`config.mk`:
```
export PLATFORM = sky130hd
export DESIGN_NAME = product_accumulator
export DESIGN_NICKNAME = d
export VERILOG_FILES = /design/src/rtl/nose_mac_pkg.sv /design/src/rtl/round_sat.sv /design/src/rtl/product_accumulator.sv
export SDC_FILE = /design/constraint.sdc
export NUM_CORES = 1
export LEC_CHECK = 0
export CORE_MARGIN = 2
export CORE_UTILIZATION = 50
export CTS_BUF_LIST = sky130_fd_sc_hd__clkbuf_2 sky130_fd_sc_hd__clkbuf_4 sky130_fd_sc_hd__clkbuf_8
export CTS_CLUSTER_DIAMETER = 50
export DETAILED_ROUTE_END_ITERATION = 8
export PLACE_DENSITY = 0.71
export SETUP_SLACK_MARGIN = 0.5
export SYNTH_ARGS = -nofsm -noshare
export SYNTH_HDL_FRONTEND = slang
export SYNTH_SLANG_ARGS = --single-unit
```
`constraint.sdc`:
```
create_clock -name clk -period 11 [get_ports clk]
set_clock_uncertainty 0.15 [all_clocks]
set_input_delay 2.2 -clock clk [delete_from_list [all_inputs] [get_ports clk]]
set_output_delay 2.2 -clock clk [all_outputs]
set_load 0.1 [all_outputs]
```
`src/rtl/nose_mac_pkg.sv`:
```
// Shared widths, FSM state encoding and Q16.16 constants for the NOSE
// multiply-accumulate datapath.
package nose_mac_pkg;

   localparam int unsigned PROD_W = 64;   // signed Q32.32 product
   localparam int unsigned OUT_W  = 32;   // signed Q16.16 result
   localparam int unsigned SHIFT  = 16;   // product scale -> output scale
   localparam int unsigned ACC_W  = 72;   // 8 guard bits: 256 terms cannot overflow
   localparam int unsigned CNT_W  = 9;    // term counter width

   typedef enum logic [1:0] {
      IDLE  = 2'd0,
      ACC   = 2'd1,
      ROUND = 2'd2,
      OUT   = 2'd3
   } state_t;

   localparam logic [OUT_W-1:0] ONE_Q16 = 32'h0001_0000;
   localparam logic [OUT_W-1:0] MAX_Q16 = 32'h7FFF_FFFF;
   localparam logic [OUT_W-1:0] MIN_Q16 = 32'h8000_0000;

endpackage

```
`src/rtl/round_sat.sv`:
```
// Combinational round-half-up and saturate from Q(ACC) to signed Q16.16.
// Build option: PRODUCT_ACCUMULATOR_RELU_EN clamps negative results to zero.
module round_sat
   import nose_mac_pkg::*;
(
   input  logic [ACC_W-1:0] acc,
   output logic [OUT_W-1:0] res,
   output logic             sat
);

   localparam int unsigned RW = ACC_W - SHIFT;

   logic [RW-1:0]        r;
   logic [RW-OUT_W:0]    hi;
   logic                 pos_ovf;
   logic                 unused_bits;

   // (acc + 2^(SHIFT-1)) >>> SHIFT == (acc >>> SHIFT) + acc[SHIFT-1]
   assign r           = acc[ACC_W-1:SHIFT] + RW'(acc[SHIFT-1]);
   assign unused_bits = ^acc[SHIFT-2:0];

   // Bits above the result sign must all match the sign for r to fit
   assign hi      = r[RW-1:OUT_W-1];
   assign pos_ovf = ~r[RW-1] & (|hi);

`ifdef PRODUCT_ACCUMULATOR_RELU_EN
   // ReLU after rounding; only positive clipping remains possible
   always_comb begin
      res = r[OUT_W-1:0];
      sat = 1'b0;
      if (r[RW-1]) begin
         res = '0;
      end else if (pos_ovf) begin
         res = MAX_Q16;
         sat = 1'b1;
      end
   end
`else
   logic neg_ovf;
   assign neg_ovf = r[RW-1] & ~(&hi);

   // Signed clip to the Q16.16 range
   always_comb begin
      res = r[OUT_W-1:0];
      sat = 1'b0;
      if (pos_ovf) begin
         res = MAX_Q16;
         sat = 1'b1;
      end else if (neg_ovf) begin
         res = MIN_Q16;
         sat = 1'b1;
      end
   end
`endif

endmodule

```
`src/rtl/product_accumulator.sv`:
```
// Accumulates a stream of signed Q32.32 products into one dot-product sum,
// then rounds/saturates to Q16.16 and presents it on a valid/ready output.
// Build option: PRODUCT_ACCUMULATOR_RELU_EN (see round_sat).
module product_accumulator
   import nose_mac_pkg::*;
(
   input  logic              clk,
   input  logic              reset,
   input  logic [PROD_W-1:0] p_in,
   input  logic              p_valid,
   input  logic              p_last,
   output logic              p_ready,
   output logic [OUT_W-1:0]  res_out,
   output logic              res_valid,
   input  logic              res_ready,
   output logic              sat_flag,
   output logic [CNT_W-1:0]  term_count
);

   state_t             state, state_nxt;
   logic [ACC_W-1:0]   acc, acc_nxt;
   logic [ACC_W-1:0]   p_sext;
   logic [OUT_W-1:0]   res_out_nxt, rs_val;
   logic               res_valid_nxt, sat_flag_nxt, rs_sat, p_ready_nxt;
   logic [CNT_W-1:0]   cnt_nxt;
   logic               beat;

   assign p_sext = {{(ACC_W-PROD_W){p_in[PROD_W-1]}}, p_in};
   assign beat   = p_valid & p_ready;

   round_sat u_round_sat (
      .acc (acc),
      .res (rs_val),
      .sat (rs_sat)
   );

   // State and datapath registers
   always_ff @(posedge clk or posedge reset) begin
      if (reset) begin
         state      <= IDLE;
         acc        <= '0;
         res_out    <= '0;
         res_valid  <= 1'b0;
         sat_flag   <= 1'b0;
         term_count <= '0;
         p_ready    <= 1'b1;
      end else begin
         state      <= state_nxt;
         acc        <= acc_nxt;
         res_out    <= res_out_nxt;
         res_valid  <= res_valid_nxt;
         sat_flag   <= sat_flag_nxt;
         term_count <= cnt_nxt;
         p_ready    <= p_ready_nxt;
      end
   end

   // Next-state and next-register values
   always_comb begin
      state_nxt     = state;
      acc_nxt       = acc;
      res_out_nxt   = res_out;
      res_valid_nxt = res_valid;
      sat_flag_nxt  = sat_flag;
      cnt_nxt       = term_count;

      case (state)
         IDLE: begin
            if (beat) begin
               acc_nxt   = p_sext;
               cnt_nxt   = CNT_W'(1);
               state_nxt = p_last ? ROUND : ACC;
            end
         end
         ACC: begin
            if (beat) begin
               acc_nxt = acc + p_sext;
               if (term_count != {CNT_W{1'b1}}) cnt_nxt = term_count + CNT_W'(1);
               if (p_last) state_nxt = ROUND;
            end
         end
         ROUND: begin
            res_out_nxt   = rs_val;
            sat_flag_nxt  = rs_sat;
            res_valid_nxt = 1'b1;
            state_nxt     = OUT;
         end
         OUT: begin
            if (res_ready) begin
               res_valid_nxt = 1'b0;
               state_nxt     = IDLE;
            end
         end
         default: state_nxt = IDLE;
      endcase

      p_ready_nxt = (state_nxt == IDLE) || (state_nxt == ACC);
   end

endmodule
```
# Word-level counts from Yosys, hierarchy flattened
# Cells that the tools add are included.
[totals]
ff_bits = 118
output_inout_bits = 44
input_bits = 69
word_cells = 53
[op_classes]
n_bitwise = 5
eq_ne = 9
muxes = 19
n_reduce_logical = 10
add_sub_neg = 3
[ops]
columns = ["operator", "n"]
rows = [
  ["72-bit two-way mux", 2],
  ["72-bit one-hot mux with 2 select lines", 1],
  ["72-bit adder", 1],
  ["32-bit two-way mux", 2],
  ["56-bit by 1-bit adder with 56-bit output", 1],
  ["9-bit two-way mux", 3],
  ["25-bit AND reduction", 1],
  ["25-bit OR reduction", 1],
  ["9-bit one-hot mux with 2 select lines", 1],
  ["2-bit two-way mux", 5],
  ["9-bit by 1-bit adder with 9-bit output, second input constant", 1],
  ["9-bit != test, second input constant", 1],
  ["2-bit != test, second input constant", 4],
  ["2-bit one-hot mux with 4 select lines", 1],
  ["2-bit by 1-bit equality test with 1-bit output, second input constant", 2],
  ["2-bit equality test, second input constant", 2],
  ["2-bit zero test", 2],
  ["4-bit AND reduction", 1],
  ["2-bit nonzero test", 2],
  ["1-bit AND", 3],
  ["1-bit two-way mux", 3],
  ["3-bit AND reduction", 1],
  ["1-bit inverter", 2],
  ["1-bit one-hot mux with 2 select lines", 1],
  ["other kinds (2)", 2],
]

# Depth between registers and ports, before layout
[logic_depth]
ltp_word = 6
mapped_depth = 14
depth_no_buf = 14

# Modules after synthesis
# Synthesis repeated with hierarchy kept, for this count alone.
[hier_totals]
hier_cells = 1333
hier_area_um2 = 10692.8
[by_module_without_submodules]
columns = ["module", "cells_each", "instances", "area_per_inst_um2", "seq_area_each_um2"]
rows = [
  ["product_accumulator", 1055, 1, 8913.5, 2954.1],
  ["round_sat", 278, 1, 1779.2, 0.0],
]

# Worst setup path after synthesis
# OpenSTA, ideal clock, no wires.
[synth_timing]
path_kind = "input-to-reg"
startpoint = "in p_in[0]"
endpoint = "reg acc[64]"
setup_ps = 130
stages = 14
slack_ps = 5673
n_path_buf = 0
t_arrival_ps = 5047
t_required_ps = 10720
cell_sequence = "ha_1 -> inv_1 -> fa_1 -> nand2b_1 -> a21oi_1 -> o211ai_1 -> a21oi_1 -> o21ai_1 -> a211o_1 -> a211oi_1 -> a211oi_1 -> or4b_1 -> nand3_1 -> o211ai_1"
[synth_between]
elab_chain_cells = 3
[synth_lines]
columns = ["element", "line", "rtl"]
rows = [
  ["from (decl)", "product_accumulator.sv:9", "input logic [PROD_W-1:0] p_in,"],
  ["72-bit adder", "product_accumulator.sv:77", "acc_nxt = acc + p_sext;"],
  ["72-bit two-way mux", "product_accumulator.sv:76", "if (beat) begin"],
  ["72-bit one-hot mux with 2 select lines", "product_accumulator.sv:67", "case (state)"],
  ["to (signal assigned)", "product_accumulator.sv:49", "acc <= acc_nxt;"],
  ["to (decl)", "product_accumulator.sv:21", "logic [ACC_W-1:0] acc, acc_nxt;"],
]
# No other way between the ends. The select of a mux whose other input is x is not followed.
# A chain may end at the register's enable or synchronous reset.

# Final worst setup path
[layout_timing]
startpoint = "in p_in[27]"
endpoint = "reg acc[71]"
# Same word-level chain as after synthesis.

==> flow_metrics.env <==
export IMPL_outcome="finished, final reports clean"
export IMPL_drtPass1Iterations=6
export IMPL_area_growth_pct=15.31
export IMPL_nFillCells=1966
export IMPL_cts_sinks=118
export IMPL_tns_ns=0
export IMPL_gp_congestion=0.9704
export IMPL_synthCells=1392
export IMPL_synth_seq_cells=118
export IMPL_ys_flop_type="dfrtp_1"
export IMPL_hold_class="flip-flop to flip-flop"
export IMPL_path_cells="clkdlybuf4s50_1 > ha_1 > and3_1 > nand3_1 > or2_2 > nor3_1 > o21ai_0 > a2111oi_0 > a31oi_1 > o22a_1 > and4b_1 > nor4_1 > o22ai_1"
export IMPL_n_antenna_cell=0
export IMPL_fin_crit_ns=6.336
export IMPL_grt_pass1_vias=9954
export IMPL_ir_drop_uv=141.3
export IMPL_worst_path_buf_inv=1
export IMPL_synthArstFlopShare_pct=100.0
export IMPL_synth_edf_count=0
export IMPL_critical_path_max_fanout=7
export IMPL_placed_cell_area_mm2=0.01198
export IMPL_core_area_mm2=0.02109
export IMPL_multi_input_area_mm2=0.007332
export IMPL_start_util_pct=51.12
export IMPL_synth_nets=1537
export IMPL_power_density_mw_per_mm2=347.9
export IMPL_antenna_found_initial=0
export IMPL_die_h_um=150.8
export IMPL_die_w_um=150.8
export IMPL_avgViaCountPerCell=6.107
export IMPL_drtIter0Drc=781
export IMPL_pwr_share_seq_pct=22.1
export IMPL_io_pins=113
export IMPL_hpwl_um=23730
export IMPL_rsz0062_at_grt="no"
export IMPL_yosysWarnings=0
export IMPL_grt_max_degree=88
export IMPL_vias=10633
export IMPL_wl_per_cell_um=18.11
export IMPL_worstPathRequired_ns=11.12
export IMPL_power_uw=4324
export IMPL_die_area_mm2=0.02275
export IMPL_htreeDepth=4
export IMPL_ant_nets=0
export IMPL_fin_ws_ns=4.664
export IMPL_finalWirelength_um=31530
export IMPL_worst_setup_path_start_kind="input pin"
export IMPL_syn_cell_area_mm2=0.01078
export IMPL_port_buffers=112
export IMPL_finalHoldWorstSlack_ns=0.3294
export IMPL_end_kind="flip-flop"
export IMPL_max_slew_margin_pct=17.96
export IMPL_worst_setup_path_type="input pin to flip-flop"
export IMPL_num_rows=53
export IMPL_drv_slew=0
export IMPL_layout_common_cells="nand2_1, o21ai_0, dfrtp_1"
export IMPL_stdcell_area_mm2=0.01243
export IMPL_cts_hold_buf=0
export IMPL_path_clk_slew_ns=0.08
export IMPL_comb_power_share_pct=67.3
export IMPL_grt_pass1_wl_um=51850
export IMPL_fin_crit_sh_pct=57.60
export IMPL_grtUsageTotal_pct=28.61
export IMPL_regArea_mm2=0.002955
export IMPL_synth_distinct_cells=82
export IMPL_drive_gt1_share_pct=6.685
export IMPL_cts_root_buf="clkbuf_8"
export IMPL_cts_resized=0
export IMPL_drc=0
export IMPL_internal_power_uw=1928
export IMPL_clockPowerShare_pct=10.6
export IMPL_p_leak_uw=0.005082
export IMPL_cts_max_path_buffers=2
export IMPL_postCtsSetupRepairBufs=0
export IMPL_worst_pin_slew_ns=1.231
export IMPL_critPathArrivalTime_ns=6.46
export IMPL_synth_avg_cell_area_um2=7.744
export IMPL_switching_share_pct=55.41
export IMPL_finalHoldViolCount=0
export IMPL_cp_slowest_stage_delay_ns=0.98
export IMPL_clk_latency_ns=0.45
export IMPL_fmax_ghz=0.1578
export IMPL_cts_tree="yes"
export IMPL_switchingPower_uw=2396
export IMPL_grt_overflow=0
export IMPL_numCtsBuffers=17
export IMPL_cp_slowest_cell="a2111oi_0"
export IMPL_setup_violations=0
export IMPL_finalNetCount=1598
export IMPL_crit_family="compound AO/OA/AOI/OAI gates"
export IMPL_pre_cts_ws_ns=4.400
export IMPL_synth_seq_area_share_pct=27.41
export IMPL_final_common_cell="nand2_1"
export IMPL_drv_cap=0
==> logic make-up (layout without fill, tap and decap cells) <==
| kind of cell | after synthesis | count (layout) | synth area share (%) |
|---|---|---|---|
| simple gates | 502 | 502 | 22.80 |
| mux | 4 | 4 | 0.3831 |
| fa+ha+maj | 76 | 76 | 8.891 |
| buf+inv | 123 | 197 | 4.666 |
| flops | 118 | 118 | 27.41 |
| compound gates | 460 | 460 | 27.00 |
| xor+xnor | 109 | 109 | 8.857 |
==> worst register-to-register path, stage by stage, from the launching register on <==
cell and delay, ns:
dfrtp_1 0.47, ha_1 0.44, and3_1 0.23, nand3_1 0.15, or2_2 0.32, nor3_1 0.15, o21ai_0 0.15, a2111oi_0 0.98
a31oi_1 0.46, o22a_1 0.34, and4b_1 0.19, nor4_1 0.28, o22ai_1 0.12
==> metrics by stage <==
stage	util, %	std cells
finish	58.94	1741
global route	58.94	1741
CTS	58.94	1741
detailed placement	56.81	1709
global placement	56.81	1709
floorplan	-	1392
==> area by class of cell <==
type	count	share of cell area (%)
clock buffers	21	2.225
inverters	46	1.409
well taps	275	2.768
flip-flops and latches	118	23.78
repair buffers	119	9.442
multi-input cells	1151	58.99
clock inverters	11	1.389
==> path summary, 6_finish.rpt <==
kind                                 from            end  slack [ns]  cells past startpoint
worst min-delay path            res_valid      res_valid        0.33                      1
min in group asynchronous           reset  term_count[7]        2.04                      2
worst min register to register  res_valid      res_valid        0.33                      1
worst max register to register    acc[25]        acc[71]        6.40                     12
worst max-delay path             p_in[27]        acc[71]        4.66                     13
max in group asynchronous           reset       state[0]        7.24                      3
==> synth_stat cells, drive strengths merged (7+ instances only) <==
master | number | area share, %
xor2 | 33 | 2.7
clkbuf | 62 | 2.2
dfrtp | 117 | 27
a21o | 30 | 2.1
o31ai | 7 | 0.62
a31oi | 16 | 0.93
buf | 15 | 0.91
or3 | 16 | 0.93
nor4 | 10 | 0.92
or4 | 7 | 0.56
xnor2 | 76 | 6.2
ha | 75 | 8.7
nor3 | 34 | 1.6
nand2 | 178 | 6.2
a211oi | 8 | 0.56
a21oi | 141 | 7.6
o21a | 9 | 0.63
a2111oi | 9 | 0.73
nor2 | 110 | 3.9
nand4 | 35 | 2.2
and3 | 14 | 0.81
nand2b | 13 | 0.75
o21bai | 12 | 0.84
inv | 45 | 1.6
nand3 | 49 | 2.4
o21ai | 133 | 6.2
o22ai | 44 | 2.6
==> power groups by stage <==
stage / combinational [uW] / sequential, uW / clock, uW
after floorplan: 1790 / 1350 / 0
after global placement: 2860 / 938 / 0
after detailed placement: 2880 / 949 / 0
after CTS: 2890 / 941 / 468
after global routing: 3190 / 985 / 489
final: 2910 / 954 / 460
==> sequential cells by signal, summed over array words and instances (netlist names) <==
register	count
p_ready	1
sat_flag	1
res_valid	1
term_count	9
res_out	32
state	2
acc	72
==> per-layer routing <==
layer  up-vias  track usage, %  wire length [um]
met5         -               0                 0
met4         0           7.570               470
met1      5016           42.73             15300
li1       5205               -                 -
met3        38           4.247              2203
met2       374           43.25             13550
No activity file was read; power rests on OpenSTA's default activity.
